`src/rtl/mem_arbiter_if.sv`:
```
// rtl/mem_arbiter_if.sv - requester, flush and RAM port bundle for mem_arbiter
interface mem_arbiter_if;
    logic        rdy;
    logic        in_if_flag;
    logic [31:0] in_if_pc;
    logic        out_if_flag;
    logic [31:0] out_if_inst;
    logic        in_ls_flag;
    logic        in_ls_wr;
    logic [31:0] in_ls_addr;
    logic [1:0]  in_ls_size;
    logic [31:0] in_ls_data;
    logic        out_ls_flag;
    logic [31:0] out_ls_data;
    logic        in_rob_xbp;
    logic        io_buffer_full;
    logic [7:0]  mem_din;
    logic [7:0]  mem_dout;
    logic [31:0] mem_a;
    logic        mem_wr;

    modport slave (
        input  rdy, in_if_flag, in_if_pc, in_ls_flag, in_ls_wr, in_ls_addr, in_ls_size,
               in_ls_data, in_rob_xbp, io_buffer_full, mem_din,
        output out_if_flag, out_if_inst, out_ls_flag, out_ls_data, mem_dout, mem_a, mem_wr
    );

    modport master (
        output rdy, in_if_flag, in_if_pc, in_ls_flag, in_ls_wr, in_ls_addr, in_ls_size,
               in_ls_data, in_rob_xbp, io_buffer_full, mem_din,
        input  out_if_flag, out_if_inst, out_ls_flag, out_ls_data, mem_dout, mem_a, mem_wr
    );
endinterface

```
`src/rtl/mem_arbiter.sv`:
```
// rtl/mem_arbiter.sv - round-robin fetch/load-store arbiter onto a byte-wide RAM port
module mem_arbiter #(
    parameter logic [1:0] IO_HI_ADDR = 2'b11
) (
    input logic          clk,
    input logic          rst,
    mem_arbiter_if.slave bus
);
    typedef enum logic [1:0] {IDLE, IF_RD, LS_RD, LS_WR} state_t;

    state_t      state, state_n;
    logic        pend_if, pend_if_n, pend_ls, pend_ls_n, last_ls, last_ls_n;
    logic [31:0] if_pc, if_pc_n, ls_addr, ls_addr_n, ls_data, ls_data_n;
    logic        ls_wr, ls_wr_n;
    logic [1:0]  ls_size, ls_size_n;
    logic [1:0]  cnt, cnt_n, last, last_n;
    logic [31:0] base, base_n, wdata, wdata_n, acc, acc_n;
    logic        out_if_flag, out_if_flag_n, out_ls_flag, out_ls_flag_n;
    logic [31:0] out_if_inst, out_if_inst_n, out_ls_data, out_ls_data_n;
    logic [7:0]  mem_dout, mem_dout_n;
    logic [31:0] mem_a, mem_a_n;
    logic        mem_wr_q, mem_wr_n;
    logic        flush, pif, pls, pick_ls;
    logic [1:0]  cnt_p1;
    logic [31:0] next_a, asm_w;

    function automatic logic io_stall(input logic [1:0] hi, input logic full);
        return (hi == IO_HI_ADDR) && full;
    endfunction

    function automatic logic [1:0] last_idx(input logic [1:0] size);
        case (size)
            2'b00:   return 2'd0;
            2'b01:   return 2'd1;
            default: return 2'd3;
        endcase
    endfunction

    assign flush           = bus.in_rob_xbp;
    assign bus.out_if_flag = out_if_flag;
    assign bus.out_if_inst = out_if_inst;
    assign bus.out_ls_flag = out_ls_flag;
    assign bus.out_ls_data = out_ls_data;
    assign bus.mem_dout    = mem_dout;
    assign bus.mem_a       = mem_a;
    assign bus.mem_wr      = mem_wr_q & bus.rdy;

    always_ff @(posedge clk or posedge rst) begin
        if (rst) begin
            state       <= IDLE;
            pend_if     <= 1'b0;
            pend_ls     <= 1'b0;
            last_ls     <= 1'b0;
            if_pc       <= '0;
            ls_addr     <= '0;
            ls_data     <= '0;
            ls_wr       <= 1'b0;
            ls_size     <= '0;
            cnt         <= '0;
            last        <= '0;
            base        <= '0;
            wdata       <= '0;
            acc         <= '0;
            out_if_flag <= 1'b0;
            out_ls_flag <= 1'b0;
            out_if_inst <= '0;
            out_ls_data <= '0;
            mem_dout    <= '0;
            mem_a       <= '0;
            mem_wr_q    <= 1'b0;
        end else if (bus.rdy) begin
            state       <= state_n;
            pend_if     <= pend_if_n;
            pend_ls     <= pend_ls_n;
            last_ls     <= last_ls_n;
            if_pc       <= if_pc_n;
            ls_addr     <= ls_addr_n;
            ls_data     <= ls_data_n;
            ls_wr       <= ls_wr_n;
            ls_size     <= ls_size_n;
            cnt         <= cnt_n;
            last        <= last_n;
            base        <= base_n;
            wdata       <= wdata_n;
            acc         <= acc_n;
            out_if_flag <= out_if_flag_n;
            out_ls_flag <= out_ls_flag_n;
            out_if_inst <= out_if_inst_n;
            out_ls_data <= out_ls_data_n;
            mem_dout    <= mem_dout_n;
            mem_a       <= mem_a_n;
            mem_wr_q    <= mem_wr_n;
        end
    end

    always_comb begin
        state_n       = state;
        pend_if_n     = pend_if;
        pend_ls_n     = pend_ls;
        last_ls_n     = last_ls;
        if_pc_n       = if_pc;
        ls_addr_n     = ls_addr;
        ls_data_n     = ls_data;
        ls_wr_n       = ls_wr;
        ls_size_n     = ls_size;
        cnt_n         = cnt;
        last_n        = last;
        base_n        = base;
        wdata_n       = wdata;
        acc_n         = acc;
        out_if_flag_n = 1'b0;
        out_ls_flag_n = 1'b0;
        out_if_inst_n = out_if_inst;
        out_ls_data_n = out_ls_data;
        mem_dout_n    = mem_dout;
        mem_a_n       = mem_a;
        mem_wr_n      = 1'b0;
        pick_ls       = 1'b0;
        cnt_p1        = cnt + 2'd1;
        next_a        = base + {30'd0, cnt_p1};
        asm_w         = acc;
        asm_w[{cnt, 3'b000} +: 8] = bus.mem_din;

        // Speculative traffic dies on a flush; committed stores survive it.
        pif = pend_if & ~flush;
        pls = pend_ls & ~(flush & ~ls_wr);
        if (flush) begin
            pend_if_n = 1'b0;
            if (!ls_wr) pend_ls_n = 1'b0;
        end

        case (state)
            IDLE: begin
                pick_ls = pls & (~pif | ~last_ls);
                if (pick_ls) begin
                    pend_ls_n  = 1'b0;
                    last_ls_n  = 1'b1;
                    base_n     = ls_addr;
                    mem_a_n    = ls_addr;
                    cnt_n      = 2'd0;
                    last_n     = last_idx(ls_size);
                    acc_n      = '0;
                    wdata_n    = ls_data;
                    mem_dout_n = ls_data[7:0];
                    if (ls_wr) begin
                        state_n  = LS_WR;
                        mem_wr_n = !io_stall(ls_addr[17:16], bus.io_buffer_full);
                    end else begin
                        state_n  = LS_RD;
                    end
                end else if (pif) begin
                    pend_if_n = 1'b0;
                    last_ls_n = 1'b0;
                    base_n    = if_pc;
                    mem_a_n   = if_pc;
                    cnt_n     = 2'd0;
                    last_n    = 2'd3;
                    acc_n     = '0;
                    state_n   = IF_RD;
                end
            end
            IF_RD, LS_RD: begin
                if (flush) begin
                    state_n = IDLE;
                end else if (cnt == last) begin
                    state_n = IDLE;
                    if (state == IF_RD) begin
                        out_if_flag_n = 1'b1;
                        out_if_inst_n = asm_w;
                    end else begin
                        out_ls_flag_n = 1'b1;
                        out_ls_data_n = asm_w;
                    end
                end else begin
                    acc_n   = asm_w;
                    cnt_n   = cnt_p1;
                    mem_a_n = next_a;
                end
            end
            LS_WR: begin
                // mem_wr_q low here means the byte at cnt is still held by the I/O stall.
                if (mem_wr_q) begin
                    if (cnt == last) begin
                        state_n       = IDLE;
                        out_ls_flag_n = 1'b1;
                    end else begin
                        cnt_n      = cnt_p1;
                        mem_a_n    = next_a;
                        mem_dout_n = wdata[{cnt_p1, 3'b000} +: 8];
                        mem_wr_n   = !io_stall(next_a[17:16], bus.io_buffer_full);
                    end
                end else begin
                    mem_wr_n = !io_stall(mem_a[17:16], bus.io_buffer_full);
                end
            end
            default: state_n = IDLE;
        endcase

        if (bus.in_if_flag && !flush) begin
            pend_if_n = 1'b1;
            if_pc_n   = bus.in_if_pc;
        end
        if (bus.in_ls_flag && !(flush && !bus.in_ls_wr)) begin
            pend_ls_n = 1'b1;
            ls_wr_n   = bus.in_ls_wr;
            ls_addr_n = bus.in_ls_addr;
            ls_size_n = bus.in_ls_size;
            ls_data_n = bus.in_ls_data;
        end
    end
endmodule

```
`src/flat_wrapper.sv`:
```
// flat-port wrapper written by rule: the top's interface ports become plain ports
module mem_arbiter_flat 
#(
    parameter logic [1:0] IO_HI_ADDR = 2'b11
)
  (clk, rst, bus_rdy, bus_in_if_flag, bus_in_if_pc, bus_in_ls_flag, bus_in_ls_wr, bus_in_ls_addr, bus_in_ls_size, bus_in_ls_data, bus_in_rob_xbp, bus_io_buffer_full, bus_mem_din, bus_out_if_flag, bus_out_if_inst, bus_out_ls_flag, bus_out_ls_data, bus_mem_dout, bus_mem_a, bus_mem_wr);
  mem_arbiter_if bus_i ();
  input logic clk;
  input logic rst;
  input wire logic [$bits(bus_i.rdy)-1:0] bus_rdy;
  input wire logic [$bits(bus_i.in_if_flag)-1:0] bus_in_if_flag;
  input wire logic [$bits(bus_i.in_if_pc)-1:0] bus_in_if_pc;
  input wire logic [$bits(bus_i.in_ls_flag)-1:0] bus_in_ls_flag;
  input wire logic [$bits(bus_i.in_ls_wr)-1:0] bus_in_ls_wr;
  input wire logic [$bits(bus_i.in_ls_addr)-1:0] bus_in_ls_addr;
  input wire logic [$bits(bus_i.in_ls_size)-1:0] bus_in_ls_size;
  input wire logic [$bits(bus_i.in_ls_data)-1:0] bus_in_ls_data;
  input wire logic [$bits(bus_i.in_rob_xbp)-1:0] bus_in_rob_xbp;
  input wire logic [$bits(bus_i.io_buffer_full)-1:0] bus_io_buffer_full;
  input wire logic [$bits(bus_i.mem_din)-1:0] bus_mem_din;
  output wire logic [$bits(bus_i.out_if_flag)-1:0] bus_out_if_flag;
  output wire logic [$bits(bus_i.out_if_inst)-1:0] bus_out_if_inst;
  output wire logic [$bits(bus_i.out_ls_flag)-1:0] bus_out_ls_flag;
  output wire logic [$bits(bus_i.out_ls_data)-1:0] bus_out_ls_data;
  output wire logic [$bits(bus_i.mem_dout)-1:0] bus_mem_dout;
  output wire logic [$bits(bus_i.mem_a)-1:0] bus_mem_a;
  output wire logic [$bits(bus_i.mem_wr)-1:0] bus_mem_wr;
  assign bus_i.rdy = bus_rdy;
  assign bus_i.in_if_flag = bus_in_if_flag;
  assign bus_i.in_if_pc = bus_in_if_pc;
  assign bus_i.in_ls_flag = bus_in_ls_flag;
  assign bus_i.in_ls_wr = bus_in_ls_wr;
  assign bus_i.in_ls_addr = bus_in_ls_addr;
  assign bus_i.in_ls_size = bus_in_ls_size;
  assign bus_i.in_ls_data = bus_in_ls_data;
  assign bus_i.in_rob_xbp = bus_in_rob_xbp;
  assign bus_i.io_buffer_full = bus_io_buffer_full;
  assign bus_i.mem_din = bus_mem_din;
  assign bus_out_if_flag = bus_i.out_if_flag;
  assign bus_out_if_inst = bus_i.out_if_inst;
  assign bus_out_ls_flag = bus_i.out_ls_flag;
  assign bus_out_ls_data = bus_i.out_ls_data;
  assign bus_mem_dout = bus_i.mem_dout;
  assign bus_mem_a = bus_i.mem_a;
  assign bus_mem_wr = bus_i.mem_wr;
  mem_arbiter #(.IO_HI_ADDR(IO_HI_ADDR)) u_core (.clk(clk), .rst(rst), .bus(bus_i));
endmodule
```
`config.mk`:
```
export PLATFORM = sky130hd
export DESIGN_NAME = mem_arbiter_flat
export DESIGN_NICKNAME = d
export VERILOG_FILES = /design/src/rtl/mem_arbiter_if.sv /design/src/rtl/mem_arbiter.sv /design/src/flat_wrapper.sv
export SDC_FILE = /design/constraint.sdc
export NUM_CORES = 1
export LEC_CHECK = 0
export ABC_AREA = 1
export ABC_CLOCK_PERIOD_IN_PS = 12200
export BUFFER_PORTS_ARGS = -buffer_cell sky130_fd_sc_hd__buf_2
export CAP_MARGIN = 5
export CORE_UTILIZATION = 56
export CTS_CLUSTER_DIAMETER = 50
export DETAILED_ROUTE_END_ITERATION = 7
export GPL_ROUTABILITY_DRIVEN = 0
export PLACE_DENSITY = 0.79
export REMOVE_ABC_BUFFERS = 1
export SYNTH_ARGS = -nofsm -noshare
export SYNTH_HDL_FRONTEND = slang
export SYNTH_SLANG_ARGS = --single-unit
```
`constraint.sdc`:
```
create_clock -name clk -period 12.2 [get_ports clk]
set_clock_uncertainty 0.05 [all_clocks]
set_input_delay 1.22 -clock clk [delete_from_list [all_inputs] [get_ports clk]]
set_output_delay 1.22 -clock clk [all_outputs]
set_load 0.02 [all_outputs]
```
## Word level (Yosys, flattened, before mapping)

Index checks and enable logic that the tools add are counted.

| storage, ports and cells | value |
|---|---|
| flip-flop bits (word level) | 311 |
| input port bits | 114 |
| logic and storage cells | 140 |
| output and inout bits | 107 |

| cells by class | value |
|---|---|
| reductions and logical operators | 28 |
| equality and inequality tests | 14 |
| shifts and indexed selects | 3 |
| mux-type cells | 59 |
| bitwise logic cells | 12 |
| add/sub/neg operators | 3 |

Operators with widths:

| cell | number |
|---|---|
| $mux W32 | 9 |
| $pmux W32 S3 | 1 |
| $pmux W32 S2 | 1 |
| $add A32 B2 Y32 | 1 |
| $bwmux W32 | 1 |
| $shift A8 B7 Y32 const A | 1 |
| $shiftx A32 B6 Y8 | 1 |
| $shiftx A8 B7 Y32 | 1 |
| $mux W1 | 26 |
| $mux W2 | 12 |
| $mux W8 | 3 |
| $reduce_and A5 Y1 | 4 |
| $pmux W8 S2 | 1 |
| $pmux W2 S3 | 2 |
| $eq A2 B2 Y1 const B | 5 |
| $reduce_and A3 Y1 | 3 |
| $neg A5 Y7 | 1 |
| $logic_and A1 B1 Y1 | 6 |
| $logic_not A1 Y1 | 6 |
| $ne A2 B2 Y1 const B | 3 |
| $not A1 Y1 | 6 |
| $reduce_bool A2 Y1 | 3 |
| $and A1 B1 Y1 | 5 |
| $eq A2 B1 Y1 const B | 2 |
| other kinds (11) | 15 |

## Longest topological paths before layout

| logic depth | value |
|---|---|
| word-level depth | 8 |
| gate-level depth with buffers | 16 |
| gate-level depth less buffers | 15 |

## Worst setup path before layout

Ideal clock, no wire load.

| timing path | value |
|---|---|
| path type | input to output |
| start point | in bus_rdy |
| end point | out bus_mem_wr |
| data required time | 10930 ps |
| stages on the path | 2 |
| slack | 9535 ps |
| buffers on the path | 0 |
| arrival time | 1395 ps |
| cell sequence | nand2_1 -> inv_1 |

| on the way | value |
|---|---|
| cells in the longest elaborated chain, start to end | 1 |

RTL lines:

| what | RTL line | RTL |
|---|---|---|
| from (decl) | flat_wrapper.sv:10 | `input wire logic [$bits(bus_i.rdy)-1:0] bus_rdy;` |
| $and A1 B1 Y1 | mem_arbiter.sv:46 | `assign bus.mem_wr = mem_wr_q & bus.rdy;` |
| to (decl) | flat_wrapper.sv:27 | `output wire logic [$bits(bus_i.mem_wr)-1:0] bus_mem_wr;` |

No other way between the ends.

## Final worst setup path

| timing path | value |
|---|---|
| start point | reg u_core.cnt[0] |
| end point | reg u_core.mem_a[20] (netlist: u_core.bus.mem_a[20]) |

| on the way | value |
|---|---|
| cells in the longest elaborated chain, start to end | 5 |
| elaborated cells between the ends (all ways) | 7 |
| classes of those cells | add/sub (2); eq/ne (1); mux (4) |

RTL lines:

| what | RTL line | RTL |
|---|---|---|
| from (decl) | mem_arbiter.sv:16 | `logic [1:0] cnt, cnt_n, last, last_n;` |
| from (signal assigned) | mem_arbiter.sv:81 | `cnt <= cnt_n;` |
| $add A2 B1 Y2 | mem_arbiter.sv:119 | `cnt_p1 = cnt + 2'd1;` |
| $add A32 B2 Y32 | mem_arbiter.sv:120 | `next_a = base + {30'd0, cnt_p1};` |
| $mux W32 * | mem_arbiter.sv:165, mem_arbiter.sv:183 |  |
| $mux W32 (on tied branches) | mem_arbiter.sv:182, mem_arbiter.sv:163 |  |
| $pmux W32 S3 * | mem_arbiter.sv:132 | `case (state)` |
| to (signal assigned) | mem_arbiter.sv:91 | `mem_a <= mem_a_n;` |
| to (decl) | mem_arbiter.sv:21 | `logic [31:0] mem_a, mem_a_n;` |

Mark *: on every way between the ends. The rest lies on a longest branch, timed or not. The select of a mux whose other input is x is not followed.
A chain may end at the register's enable or synchronous reset.

==> results.cfg <==
[synth]
synth-compound-area-share_pct = 9.37
synth_top_cell_area_share_pct = 54.3
synth_flop_cell = dfrtp_1
synth_adder_area_share_pct = 1.10
ys_warn_count = 0
synthTopCellsByArea = dfrtp_1 (54%), nand2_1 (9.6%), mux2_2 (9.1%)
netlist_instances = 1537
async_flop_share_pct = 100
synth_xor_xnor_area_share_pct = 0.795
synth_top_family_by_area = simple AND/OR/NAND/NOR gates
syn_area_um2 = 14300
synth_top_area_cell = dfrtp_1
ys_seq_area_share_pct = 54.3
ys_types = 42
synth-simple-area-share_pct = 17.4
synth-seq-cells = 311
synthMuxAreaShare_pct = 10.7
syn_area_per_cell_um2 = 9.32
synth_edf_count = 0

[power]
peakVddDrop_uv = 158
p_per_area_nw_per_um2 = 255
leakagePower_nw = 8.40

[global_route]
busiest_layer = met2
met2_usage_pct = 43.9
antenna_found_initial = 3
grt_usage_pct = 26.6
grt_max_degree = 88
grt_overflow = 0
grt_pass1_wl_um = 55900
globalRouteMet1Util_pct = 35.1
grt_pass1_vias = 11267
use_met3_pct = 5.06

[final_layout]
fillers = 1992
final_nets = 1853
postLayoutCoreUtil_pct = 66.8
final_cell_mix = nand2_1 (366), dfrtp_1 (311), buf_2 (220), o21ai_0 (135), inv_1 (129)
syn2layout_area_growth_pct = 17.0
drive_gt1_share_pct = 24.5
fin_area_um2 = 16800
final_common_cell = nand2_1

[route]
drt_wl_total_um = 34200
drt_first_pass_iters = 8
drt_iter0_drc = 1006
drtAntennaViolNets = 0
drc = 0
vias_per_cell = 5.51
vias = 11486
wl_per_cell_um = 16.4

[clock_tree]
postCtsHoldBufs = 0
clock-sinks = 311
cts_tree = yes
path_clk_slew_ps = 60
htreeDepth = 2
cts_setup_buffers = 0
clockBufferDepth = 3
post_cts_resized = 0
clk_latency_ps = 510
root_buffer = clkbuf_16
numCtsBuffers = 35

[timing]
relSlewSlack_pct = 22.9
totalNegativeSetupSlack_ps = 0
max_freq_mhz = 261
period_minus_slack_ps = 3830
rsz0062_at_grt = no
finalHoldViolations = 0
slew_violations = 0
tightestPinTransition_ps = 1160
post-route-period-util_pct = 31.4
finalSetupViolCount = 0

[floorplanning]
core_um2 = 25100
rows = 58
dieArea_um2 = 26200
die_y_um = 162
start_util_pct = 57.0
ios = 221
die_w_um = 162

[critical_path]
worstSetupPathType = flip-flop to flip-flop
cp_max_fo = 32
cp-start-kind = flip-flop
worstPathArrival_ps = 4170
cp-end-kind = flip-flop
cp.required_ps = 12540

[place]
io_buffer_count = 220
dpl_cell_area_um2 = 15600
dpl.hpwl_um = 23000

[min_path]
hp-class = flip-flop to flip-flop

[outcome]
status = complete, no violations

[flow_run]
max-cap-violations = 0
==> cell families after synthesis <==
logic type,after synthesis
adder cells (fa/ha/maj),12
AND/OR/NAND/NOR,605
buffers and inverters,215
XOR/XNOR,13
AO/OA/AOI/OAI,245
multiplexers,136
flip-flops,311
==> state kept, by name (all words and copies together) (netlist names), 8 cells and up <==
register	cells
u_core.bus.out_ls_data	32
u_core.ls_addr	32
u_core.base	32
u_core.ls_data	32
u_core.bus.mem_a	32
u_core.bus.mem_dout	8
u_core.bus.out_if_inst	32
u_core.acc	32
u_core.if_pc	32
u_core.wdata	32
==> final cells by class <==
| class | count | area (um2) | share of cell area [%] |
|---|---|---|---|
| clock inverters | 12 | 148 | 0.881 |
| multi-input cells | 1011 | 5650 | 33.7 |
| well taps | 330 | 413 | 2.46 |
| inverters | 137 | 522 | 3.11 |
| diodes | 1 | 2.50 | 0.0149 |
| repair buffers | 231 | 1180 | 7.06 |
| flip-flops and latches | 311 | 7780 | 46.4 |
| clock buffers | 51 | 1060 | 6.32 |
==> final timing paths <==
check | end | slack [ps] | cells after the start | startpoint
worst max-delay path | u_core.bus.mem_a[20]$_DFFE_PP0P_ | 8370 | 14 | u_core.cnt[0]$_DFFE_PP0P_
worst min register to register | u_core.wdata[14]$_DFFE_PP0P_ | 420 | 2 | u_core.ls_data[14]$_DFFE_PP0P_
worst max register to register | u_core.bus.mem_a[20]$_DFFE_PP0P_ | 8370 | 14 | u_core.cnt[0]$_DFFE_PP0P_
max in group asynchronous | u_core.wdata[2]$_DFFE_PP0P_ | 9120 | 4 | rst
worst min-delay path | u_core.wdata[14]$_DFFE_PP0P_ | 420 | 2 | u_core.ls_data[14]$_DFFE_PP0P_
min in group asynchronous | u_core.ls_addr[25]$_DFFE_PP0P_ | 730 | 2 | rst
==> power by group <==
group,switching (mW),internal [mW],total [mW]
registers,0.239,1.38,1.62
logic,1.05,0.522,1.57
clock network,0.409,0.667,1.08
==> stage by stage <==
stage | power (mW) | hold WS (ps) | setup WS [ps] | std cells
after floorplan | 2.66 | 387 | 2330 | 1459
after CTS | 4.27 | 418 | 8450 | 2083
final | 4.27 | 419 | 8370 | 2084
after detailed placement | 3.18 | 403 | 8340 | 2020
after global routing | 4.54 | 442 | 8010 | 2084
after global placement | 3.12 | 400 | 8460 | 2020
==> synthesized netlist by cell type (3+ instances only) <==
cell / count
nand2_1: 367
dfrtp_1: 311
o21ai_0: 135
inv_1: 130
nor2_1: 117
mux2_2: 116
nand3_1: 88
a21oi_1: 39
o22ai_1: 37
buf_2: 36
clkbuf_1: 28
mux2_1: 20
buf_4: 11
ha_1: 11
o21ai_1: 11
o211ai_1: 10
nand4_1: 9
inv_2: 7
nor3_1: 7
xor2_1: 7
xnor2_1: 6
a31oi_1: 5
nand2_2: 3
nor2_4: 3
==> routing by layer <==
metal,part of all wire [%],vias up
met3,6.3,75
met4,2.8,4
met2,48,402
li1,-,5427
met5,0.079,-
met1,43,5578
==> worst max-delay path, stage by stage, from the launching register on <==
cell and delay (ps):
dfrtp_1 1110, inv_1 150, ha_1 720, fa_1 360, nand2_1 90, nor2_1 110
nand2_1 170, nor2_1 240, nand2_1 80, nor2_1 200, nand2_1 90, nand2_1 60
nand3_1 100, nand3_1 110, nand2_1 50
Note: power is estimated with default switching activity, not from simulation.
